## src/rtl/seq_divider_if.sv

```systemverilog
// Request/response bundle between the multi-cycle control path and the
// iterative divider: operands and start in, status and results out.
interface seq_divider_if #(
    parameter int WIDTH = 32
);
    logic             start;
    logic             is_signed;
    logic [WIDTH-1:0] a;
    logic [WIDTH-1:0] b;
    logic             busy;
    logic             done;
    logic [WIDTH-1:0] quotient;
    logic [WIDTH-1:0] remainder;
    logic             div_by_zero;

    modport master (
        output start, is_signed, a, b,
        input  busy, done, quotient, remainder, div_by_zero
    );

    modport slave (
        input  start, is_signed, a, b,
        output busy, done, quotient, remainder, div_by_zero
    );
endinterface

```

## src/rtl/seq_divider.sv

```systemverilog
// Radix-2 restoring divider, one quotient bit per cycle, fixed latency.
// Signed operation divides magnitudes and fixes signs in a final cycle.
module seq_divider #(
    parameter int WIDTH = 32,
    parameter int CNT_W = 6
) (
    input  logic          clk,
    input  logic          reset,
    seq_divider_if.slave  div_if
);
    typedef enum logic [1:0] {S_IDLE, S_CALC, S_FIX, S_DONE} state_t;

    state_t             state_q, state_d;
    logic [CNT_W-1:0]   cnt_q, cnt_d;
    logic [WIDTH-1:0]   rem_q, rem_d;
    logic [WIDTH-1:0]   dvd_q, dvd_d;
    logic [WIDTH-1:0]   dvs_q, dvs_d;
    logic               sgn_q, sgn_d;
    logic               sa_q, sa_d;
    logic               sb_q, sb_d;
    logic [WIDTH-1:0]   quo_out_q, quo_out_d;
    logic [WIDTH-1:0]   rem_out_q, rem_out_d;
    logic               dbz_q, dbz_d;

    logic               b_zero;
    logic [WIDTH:0]     shifted;
    logic [WIDTH:0]     trial;

    assign b_zero  = (div_if.b == '0);
    assign shifted = {rem_q, dvd_q[WIDTH-1]};
    assign trial   = shifted - {1'b0, dvs_q};

    // State register
    always_ff @(posedge clk) begin
        if (reset) begin
            state_q <= S_IDLE;
        end else begin
            state_q <= state_d;
        end
    end

    // Next-state logic
    always_comb begin
        state_d = state_q;
        case (state_q)
            S_IDLE: if (div_if.start) state_d = b_zero ? S_DONE : S_CALC;
            S_CALC: if (cnt_q == CNT_W'(1)) state_d = S_FIX;
            S_FIX:  state_d = S_DONE;
            S_DONE: state_d = S_IDLE;
            default: state_d = S_IDLE;
        endcase
    end

    // Output decode
    always_comb begin
        div_if.busy = (state_q == S_CALC) || (state_q == S_FIX);
        div_if.done = (state_q == S_DONE);
    end

    // Datapath next values
    always_comb begin
        cnt_d     = cnt_q;
        rem_d     = rem_q;
        dvd_d     = dvd_q;
        dvs_d     = dvs_q;
        sgn_d     = sgn_q;
        sa_d      = sa_q;
        sb_d      = sb_q;
        quo_out_d = quo_out_q;
        rem_out_d = rem_out_q;
        dbz_d     = dbz_q;
        case (state_q)
            S_IDLE: begin
                if (div_if.start) begin
                    if (b_zero) begin
                        quo_out_d = '1;
                        rem_out_d = div_if.a;
                        dbz_d     = 1'b1;
                    end else begin
                        sgn_d = div_if.is_signed;
                        sa_d  = div_if.is_signed & div_if.a[WIDTH-1];
                        sb_d  = div_if.is_signed & div_if.b[WIDTH-1];
                        // Most-negative input wraps to itself, which reads
                        // correctly as the unsigned magnitude.
                        dvd_d = (div_if.is_signed && div_if.a[WIDTH-1]) ? -div_if.a : div_if.a;
                        dvs_d = (div_if.is_signed && div_if.b[WIDTH-1]) ? -div_if.b : div_if.b;
                        rem_d = '0;
                        cnt_d = CNT_W'(WIDTH);
                    end
                end
            end
            S_CALC: begin
                if (!trial[WIDTH]) begin
                    rem_d = trial[WIDTH-1:0];
                end else begin
                    rem_d = shifted[WIDTH-1:0];
                end
                dvd_d = {dvd_q[WIDTH-2:0], ~trial[WIDTH]};
                cnt_d = cnt_q - CNT_W'(1);
            end
            S_FIX: begin
                quo_out_d = (sgn_q && (sa_q != sb_q)) ? -dvd_q : dvd_q;
                rem_out_d = (sgn_q && sa_q) ? -rem_q : rem_q;
                dbz_d     = 1'b0;
            end
            default: ;
        endcase
    end

    always_ff @(posedge clk) begin
        if (reset) begin
            cnt_q     <= '0;
            rem_q     <= '0;
            dvd_q     <= '0;
            dvs_q     <= '0;
            sgn_q     <= 1'b0;
            sa_q      <= 1'b0;
            sb_q      <= 1'b0;
            quo_out_q <= '0;
            rem_out_q <= '0;
            dbz_q     <= 1'b0;
        end else begin
            cnt_q     <= cnt_d;
            rem_q     <= rem_d;
            dvd_q     <= dvd_d;
            dvs_q     <= dvs_d;
            sgn_q     <= sgn_d;
            sa_q      <= sa_d;
            sb_q      <= sb_d;
            quo_out_q <= quo_out_d;
            rem_out_q <= rem_out_d;
            dbz_q     <= dbz_d;
        end
    end

    assign div_if.quotient    = quo_out_q;
    assign div_if.remainder   = rem_out_q;
    assign div_if.div_by_zero = dbz_q;
endmodule

```

## src/flat_wrapper.sv

```systemverilog
// flat-port wrapper written by rule: the top's interface ports become plain ports
module seq_divider_flat 
#(
    parameter int WIDTH = 32,
    parameter int CNT_W = 6
)
  (clk, reset, div_if_start, div_if_is_signed, div_if_a, div_if_b, div_if_busy, div_if_done, div_if_quotient, div_if_remainder, div_if_div_by_zero);
  seq_divider_if #(.WIDTH(WIDTH)) div_if_i ();
  input  logic clk;
  input  logic reset;
  input wire logic [$bits(div_if_i.start)-1:0] div_if_start;
  input wire logic [$bits(div_if_i.is_signed)-1:0] div_if_is_signed;
  input wire logic [$bits(div_if_i.a)-1:0] div_if_a;
  input wire logic [$bits(div_if_i.b)-1:0] div_if_b;
  output wire logic [$bits(div_if_i.busy)-1:0] div_if_busy;
  output wire logic [$bits(div_if_i.done)-1:0] div_if_done;
  output wire logic [$bits(div_if_i.quotient)-1:0] div_if_quotient;
  output wire logic [$bits(div_if_i.remainder)-1:0] div_if_remainder;
  output wire logic [$bits(div_if_i.div_by_zero)-1:0] div_if_div_by_zero;
  assign div_if_i.start = div_if_start;
  assign div_if_i.is_signed = div_if_is_signed;
  assign div_if_i.a = div_if_a;
  assign div_if_i.b = div_if_b;
  assign div_if_busy = div_if_i.busy;
  assign div_if_done = div_if_i.done;
  assign div_if_quotient = div_if_i.quotient;
  assign div_if_remainder = div_if_i.remainder;
  assign div_if_div_by_zero = div_if_i.div_by_zero;
  seq_divider #(.WIDTH(WIDTH), .CNT_W(CNT_W)) u_core (.clk(clk), .reset(reset), .div_if(div_if_i));
endmodule
```

## config.mk

```make
export PLATFORM = sky130hd
export DESIGN_NAME = seq_divider_flat
export DESIGN_NICKNAME = d
export VERILOG_FILES = /design/src/rtl/seq_divider_if.sv /design/src/rtl/seq_divider.sv /design/src/flat_wrapper.sv
export SDC_FILE = /design/constraint.sdc
export NUM_CORES = 1
export LEC_CHECK = 0
export ABC_AREA = 1
export BUFFER_PORTS_ARGS = -buffer_cell sky130_fd_sc_hd__buf_2
export CAP_MARGIN = 20
export CORE_MARGIN = 3
export CORE_UTILIZATION = 35
export CTS_BUF_LIST = sky130_fd_sc_hd__clkbuf_4 sky130_fd_sc_hd__clkbuf_8
export DETAILED_ROUTE_END_ITERATION = 7
export PLACE_DENSITY_LB_ADDON = 0.25
export SETUP_SLACK_MARGIN = 0.5
export SLEW_MARGIN = 25
export SYNTH_ARGS = -nofsm -noshare
export SYNTH_HDL_FRONTEND = slang
export SYNTH_SLANG_ARGS = --single-unit
```

## constraint.sdc

```tcl
create_clock -name clk -period 4.9 [get_ports clk]
set_input_delay 0.49 -clock clk [delete_from_list [all_inputs] [get_ports clk]]
set_output_delay 0.49 -clock clk [all_outputs]
set_load 0.005 [all_outputs]
```

Word level (Yosys, flattened, before mapping)
Index checks and enable logic that the tools add are counted.
Widths: inputs -> output; s select.
{"block": "word_totals", "reg_bits": 172, "in_bits": 68, "out_inout_bits": 67, "wordCells": 70}
{"block": "classes", "addsub": 6, "n_eq_ne": 9, "muxes": 27, "bitwise_logic": 4, "n_reduce_logical": 13}
{"op": "$mux 32", "n": 13}
{"op": "$pmux 32 s2", "n": 4}
{"op": "$neg 32->32", "n": 4}
{"op": "$sub 33x32->33", "n": 1}
{"op": "$logic_not 32->1", "n": 1}
{"op": "$mux 6", "n": 2}
{"op": "$pmux 6 s2", "n": 1}
{"op": "$reduce_and 3->1", "n": 3}
{"op": "$pmux 2 s4", "n": 1}
{"op": "$eq 6x1->1 const B", "n": 1}
{"op": "$mux 2", "n": 3}
{"op": "$sub 6x1->6 const B", "n": 1}
{"op": "$eq 2x2->1 const B", "n": 2}
{"op": "$logic_and 1x1->1", "n": 4}
{"op": "$ne 2x1->1 const B", "n": 2}
{"op": "$ne 2x2->1 const B", "n": 2}
{"op": "$reduce_bool 2->1", "n": 2}
{"op": "$and 1x1->1", "n": 2}
{"op": "$eq 2x1->1 const B", "n": 1}
{"op": "$logic_not 2->1", "n": 1}
{"op": "$mux 1", "n": 2}
{"op": "$not 1->1", "n": 2}
{"op": "$pmux 1 s2", "n": 1}
{"op": "$reduce_and 2->1", "n": 1}
{"op": "2 further kinds", "n": 2}

Logic depth before layout (Yosys ltp)
{"block": "logic_depth", "ltp_word": 5, "ltp_mapped": 18, "depth_no_buf": 17}

Least setup slack after synthesis
No wires, ideal clock.
{"block": "synth_timing", "path_kind": "register to register", "start": "register u_core.dvd_q[31]", "end": "register u_core.rem_q[10]", "setup_time_ns": 0.132, "t_arrival_ns": 2.181, "t_required_ns": 4.768, "setup_slack_ns": 2.586, "path_stages_with_launch": 19, "path_buffers": 1, "period_less_slack_ns": 2.314, "path_cell_list": "dfxtp_1 inv_1 ha_1 fa_1 inv_1 nand2_1 nand2_1 nand3_1 nand2_1 nand2_1 nand2_1 nand2_2 nand2_2 nand2_2 nand2_2 buf_2 nand2_1 nand3_1 a21oi_1"}
{"block": "synth_via", "elab_chain_cells": 3}
{"item": "start, declared", "line_no": "seq_divider.sv:16", "text": "logic [WIDTH-1:0] dvd_q, dvd_d;"}
{"item": "start signal, assigned", "line_no": "seq_divider.sv:125", "text": "dvd_q <= dvd_d;"}
{"item": "$sub 33x32->33", "line_no": "seq_divider.sv:31", "text": "assign trial = shifted - {1'b0, dvs_q};"}
{"item": "$mux 32", "line_no": "seq_divider.sv:93", "text": "if (!trial[WIDTH]) begin"}
{"item": "$pmux 32 s2", "line_no": "seq_divider.sv:72", "text": "case (state_q)"}
{"item": "end signal, assigned", "line_no": "seq_divider.sv:124", "text": "rem_q <= rem_d;"}
{"item": "end, declared", "line_no": "seq_divider.sv:15", "text": "logic [WIDTH-1:0] rem_q, rem_d;"}
Every way passes these cells.
A chain may end at the register's enable or synchronous reset.

Final worst setup path
{"block": "layout_timing", "start": "register u_core.dvd_q[31]", "end": "register u_core.rem_q[19]"}
The elaborated chain is that of the path after synthesis.

==> flow_summary_export.csv <==
group,metric,value,unit
status,status,"complete, no violations",
setup_path,crit_family,"simple AND/OR/NAND/NOR gates",
sta,relSlewSlack,0.308,
power_and_ir_drop,irDropWorstVdd,236,uV
yosys,syn_area_per_cell,5.91,um2
sta,worstMarginPinSlew,1.04,ns
setup_path,timing.rr.end,"u_core.rem_q[19]$_SDFFE_PP0P_",
setup_path,reg2reg_depth,17,
drt,drtIter0Drc,1113,
drt,drt-total-wl,44.0,mm
placed_design,place_congestion,0.927,
sta,rsz0062_at_grt,"false",
sta,hold_viol,0,
clock_tree,hold_buffers,0,
placed_design,hpwlAfterDp,34.7,mm
clock_tree,cts_buffer_depth,2,
setup_path,crit_fanout,18,
setup_path,cp-startpoint,"u_core.dvd_q[31]$_SDFFE_PP0P_",
yosys,synth-seq-cells,172,
yosys,yosysWarnings,0,
drt,vias,14107,
setup_path,crit_path_end_kind,"flop",
cells_and_area,layout-drive-gt1-share,0.0911,
setup_path,cp_num_buf_inv,2,
setup_path,crit_path_start_kind,"flop",
sta,tns,0,ns
yosys,synth_edf_count,0,
setup_path,path_depth,17,
floorplan,rows,70,
drt,drtAntennaViolNets,0,
floorplan,initial_core_util,0.357,
setup_path,ff2ff_setup_slack,1.79,ns
yosys,synth_nets,2330,
clock_tree,root_buffer,"clkbuf_8",
clock_tree,cts_tree,"built",
setup_path,crit_arrival,3.46,ns
setup_path,cp_cell_sequence,"inv_1 -> ha_1 -> fa_1 -> inv_1 -> nand2_1 -> nand2_1 -> nand3_1 -> nand2_1 -> nand2_1 -> nand2_1 -> nand2_2 -> nand2_2 -> nand2_2 -> nand2_4 -> nand2_1 -> nand3_1 -> a21oi_1",
cells_and_area,final_nets,2415,
placed_design,portBuffers,134,
clock_tree,h-tree-depth,4,
sta,fin_crit,3.11,ns
floorplan,die-area,39800,um2
drt,firstDrtPassIters,7,
sta,period_share,0.635,
power_and_ir_drop,finalPower,0.00573,W
worst_hold_path,hp-class,"input pin to flop",
global_route,grt_first_pass_wirelength,69.8,mm
sta,fmax,321,MHz
yosys,synthCells,2219,
yosys,ys_seq_area_frac,0.262,
clock_tree,post_cts_buffers,0,
setup_path,path_common_cell,"nand2_1",
drt,wl_per_cell,15.8,um
drt,route.detailed.drc,0,
global_route,antenna_found_initial,1,
yosys,syn_area,13100,um2
drt,viasPerCell,5.06,
floorplan,coreArea,36800,um2
yosys,synthArstFlopShare,0,
floorplan,die_y,200,um
setup_path,r2r-start,"u_core.dvd_q[31]$_SDFFE_PP0P_",
clock_tree,cts.sinks,172,
setup_path,endpoint,"u_core.rem_q[19]$_SDFFE_PP0P_",
placed_design,place_ws,1.83,ns
clock_tree,numCtsBuffers,17,
clock_tree,post_cts_resized,0,
cells_and_area,syn2layout_area_growth,10.8,%
setup_path,slowest_delay,0.46,ns
sta,maxSlewViolCount,0,
setup_path,slowest_stage,"dfxtp_1",
setup_path,required,5.24,ns
clock_tree,clock_latency,0.50,ns
floorplan,io_pins,135,
sta,setup_viol,0,
global_route,grt.overflow.total,0,
yosys,ys.flop_type,"dfxtp_1",
clock_tree,cts.clk_slew.worst_paths,0.10,ns
cells_and_area,n_fill_cell,4059,
global_route,grt_pass1_vias,13138,
setup_path,worst-setup-path-type,"flop to flop",
job,maxCapViolCount,0,
sta,finalClockSkew,0.0205,ns
global_route,grt_max_degree,90,
global_route,track_usage,0.220,
floorplan,fp.dieW,200,um
power_and_ir_drop,power_density,394,nW/um2
yosys,ys_types,48,
power_and_ir_drop,leakage,7.35,nW
sta,timing.final.ws_setup,1.79,ns
logic make-up (layout without fill, tap and decap cells):
family / after synthesis / in the layout / synth area share
AO/OA/AOI/OAI: 353 / 353 / 0.143
flip-flops: 172 / 172 / 0.262
buffers and inverters: 392 / 490 / 0.119
XOR/XNOR: 94 / 94 / 0.0627
AND/OR/NAND/NOR: 1165 / 1165 / 0.372
adder cells (fa/ha/maj): 43 / 43 / 0.0416
other: 0 / 1 / 0
cells in the mapped netlist, drive strengths merged, types with 2 or more instances:
library cell	count	area share
a211oi	2	0.0011
o31ai	4	0.0023
o41ai	2	0.0013
o21ai	143	0.055
o21bai	5	0.0029
o21a	3	0.0017
a21oi	172	0.067
nor3	32	0.012
buf	35	0.016
nand3b	16	0.0092
nand3	197	0.076
and2	3	0.0014
nor4	3	0.0014
or2	3	0.0014
dfxtp	172	0.26
nor2	257	0.076
ha	42	0.040
nand4	21	0.010
clkbuf	44	0.013
o211ai	6	0.0034
a31oi	12	0.0057
xor2	75	0.050
inv	312	0.089
nand2	632	0.18
xnor2	19	0.013
worst min-delay path by stage:
stage / startpoint / end / slack [ns] / cells after the start
6_report: div_if_b[0] / u_core.dvs_q[0]$_SDFFE_PP0P_ / 0.28 / 3
5_1_grt: div_if_b[0] / u_core.dvs_q[0]$_SDFFE_PP0P_ / 0.25 / 3
4_1_cts: div_if_b[0] / u_core.dvs_q[0]$_SDFFE_PP0P_ / 0.24 / 3
3_5_place_dp: u_core.div_if.remainder[6]$_SDFFE_PP0P_ / u_core.div_if.remainder[6]$_SDFFE_PP0P_ / 0.46 / 2
3_3_place_gp: u_core.div_if.quotient[3]$_SDFFE_PP0P_ / u_core.div_if.quotient[3]$_SDFFE_PP0P_ / 0.46 / 2
2_1_floorplan: u_core.dvs_q[2]$_SDFFE_PP0P_ / u_core.dvs_q[2]$_SDFFE_PP0P_ / 0.44 / 2
power breakdown:
group	leakage [nW]	switching, W	internal [W]
sequential	1.40	0.000224	0.00165
combinational	5.74	0.00187	0.000841
clock	0.217	0.000590	0.000551
total	7.35	0.00269	0.00304
per-layer routing:
layer | part of all wire | wire [um] | GRT usage | vias up
met3 | 0.052 | 2300 | 0.0298 | 36
met1 | 0.50 | 21800 | 0.321 | 6485
li1 | - | - | - | 7213
met2 | 0.43 | 19100 | 0.345 | 373
met4 | 0.018 | 790 | 0.0527 | 0
met5 | 0 | 0 | 0 | -
sequential cells by signal, indices dropped and copies added (netlist names):
| register | cells |
|---|---|
| u_core.cnt_q | 6 |
| u_core.dvs_q | 32 |
| u_core.div_if.quotient | 32 |
| u_core.sa_q | 1 |
| u_core.sgn_q | 1 |
| u_core.dvd_q | 32 |
| u_core.rem_q | 32 |
| u_core.state_q | 2 |
| u_core.div_if.div_by_zero | 1 |
| u_core.sb_q | 1 |
| u_core.div_if.remainder | 32 |
cell type report:
cell class	count	area [um2]	area share
multi-input cells	1655	8130	0.559
flip-flops and latches	172	3440	0.237
inverters	313	1180	0.0811
repair buffers	145	766	0.0526
well taps	468	586	0.0403
clock buffers	20	275	0.0189
clock inverters	12	159	0.0109
diodes	1	2.50	0.000172
tightest hold or removal path: cells and delay by family:
family          cells  cell delay, ns
compound gates      1            0.11
buf+inv             2            0.13
stage by stage:
step	std cells	util	hold slack (ns)	instance area (um2)
6_report	2786	0.395	0.279	14500
5_1_grt	2786	0.395	0.252	14500
4_1_cts	2785	0.395	0.244	14500
3_5_place_dp	2753	0.384	0.459	14100
3_3_place_gp	2753	0.383	0.458	14100
2_1_floorplan	2219	-	0.435	13100
cell usage in the layout, fill, tap and decap left out, drive strengths merged, types with 4 or more instances in the layout:
| cell | instances |
|---|---|
| buf | 145 |
| a31oi | 12 |
| o31ai | 4 |
| nor3 | 32 |
| nand3b | 16 |
| clkbuf | 20 |
| nand4 | 21 |
| inv | 317 |
| nand3 | 197 |
| nand2 | 632 |
| o21ai | 143 |
| ha | 42 |
| o21bai | 5 |
| xor2 | 75 |
| xnor2 | 19 |
| a21oi | 172 |
| o211ai | 6 |
| dfxtp | 172 |
| nor2 | 257 |
(Power assumes the default switching activity.)
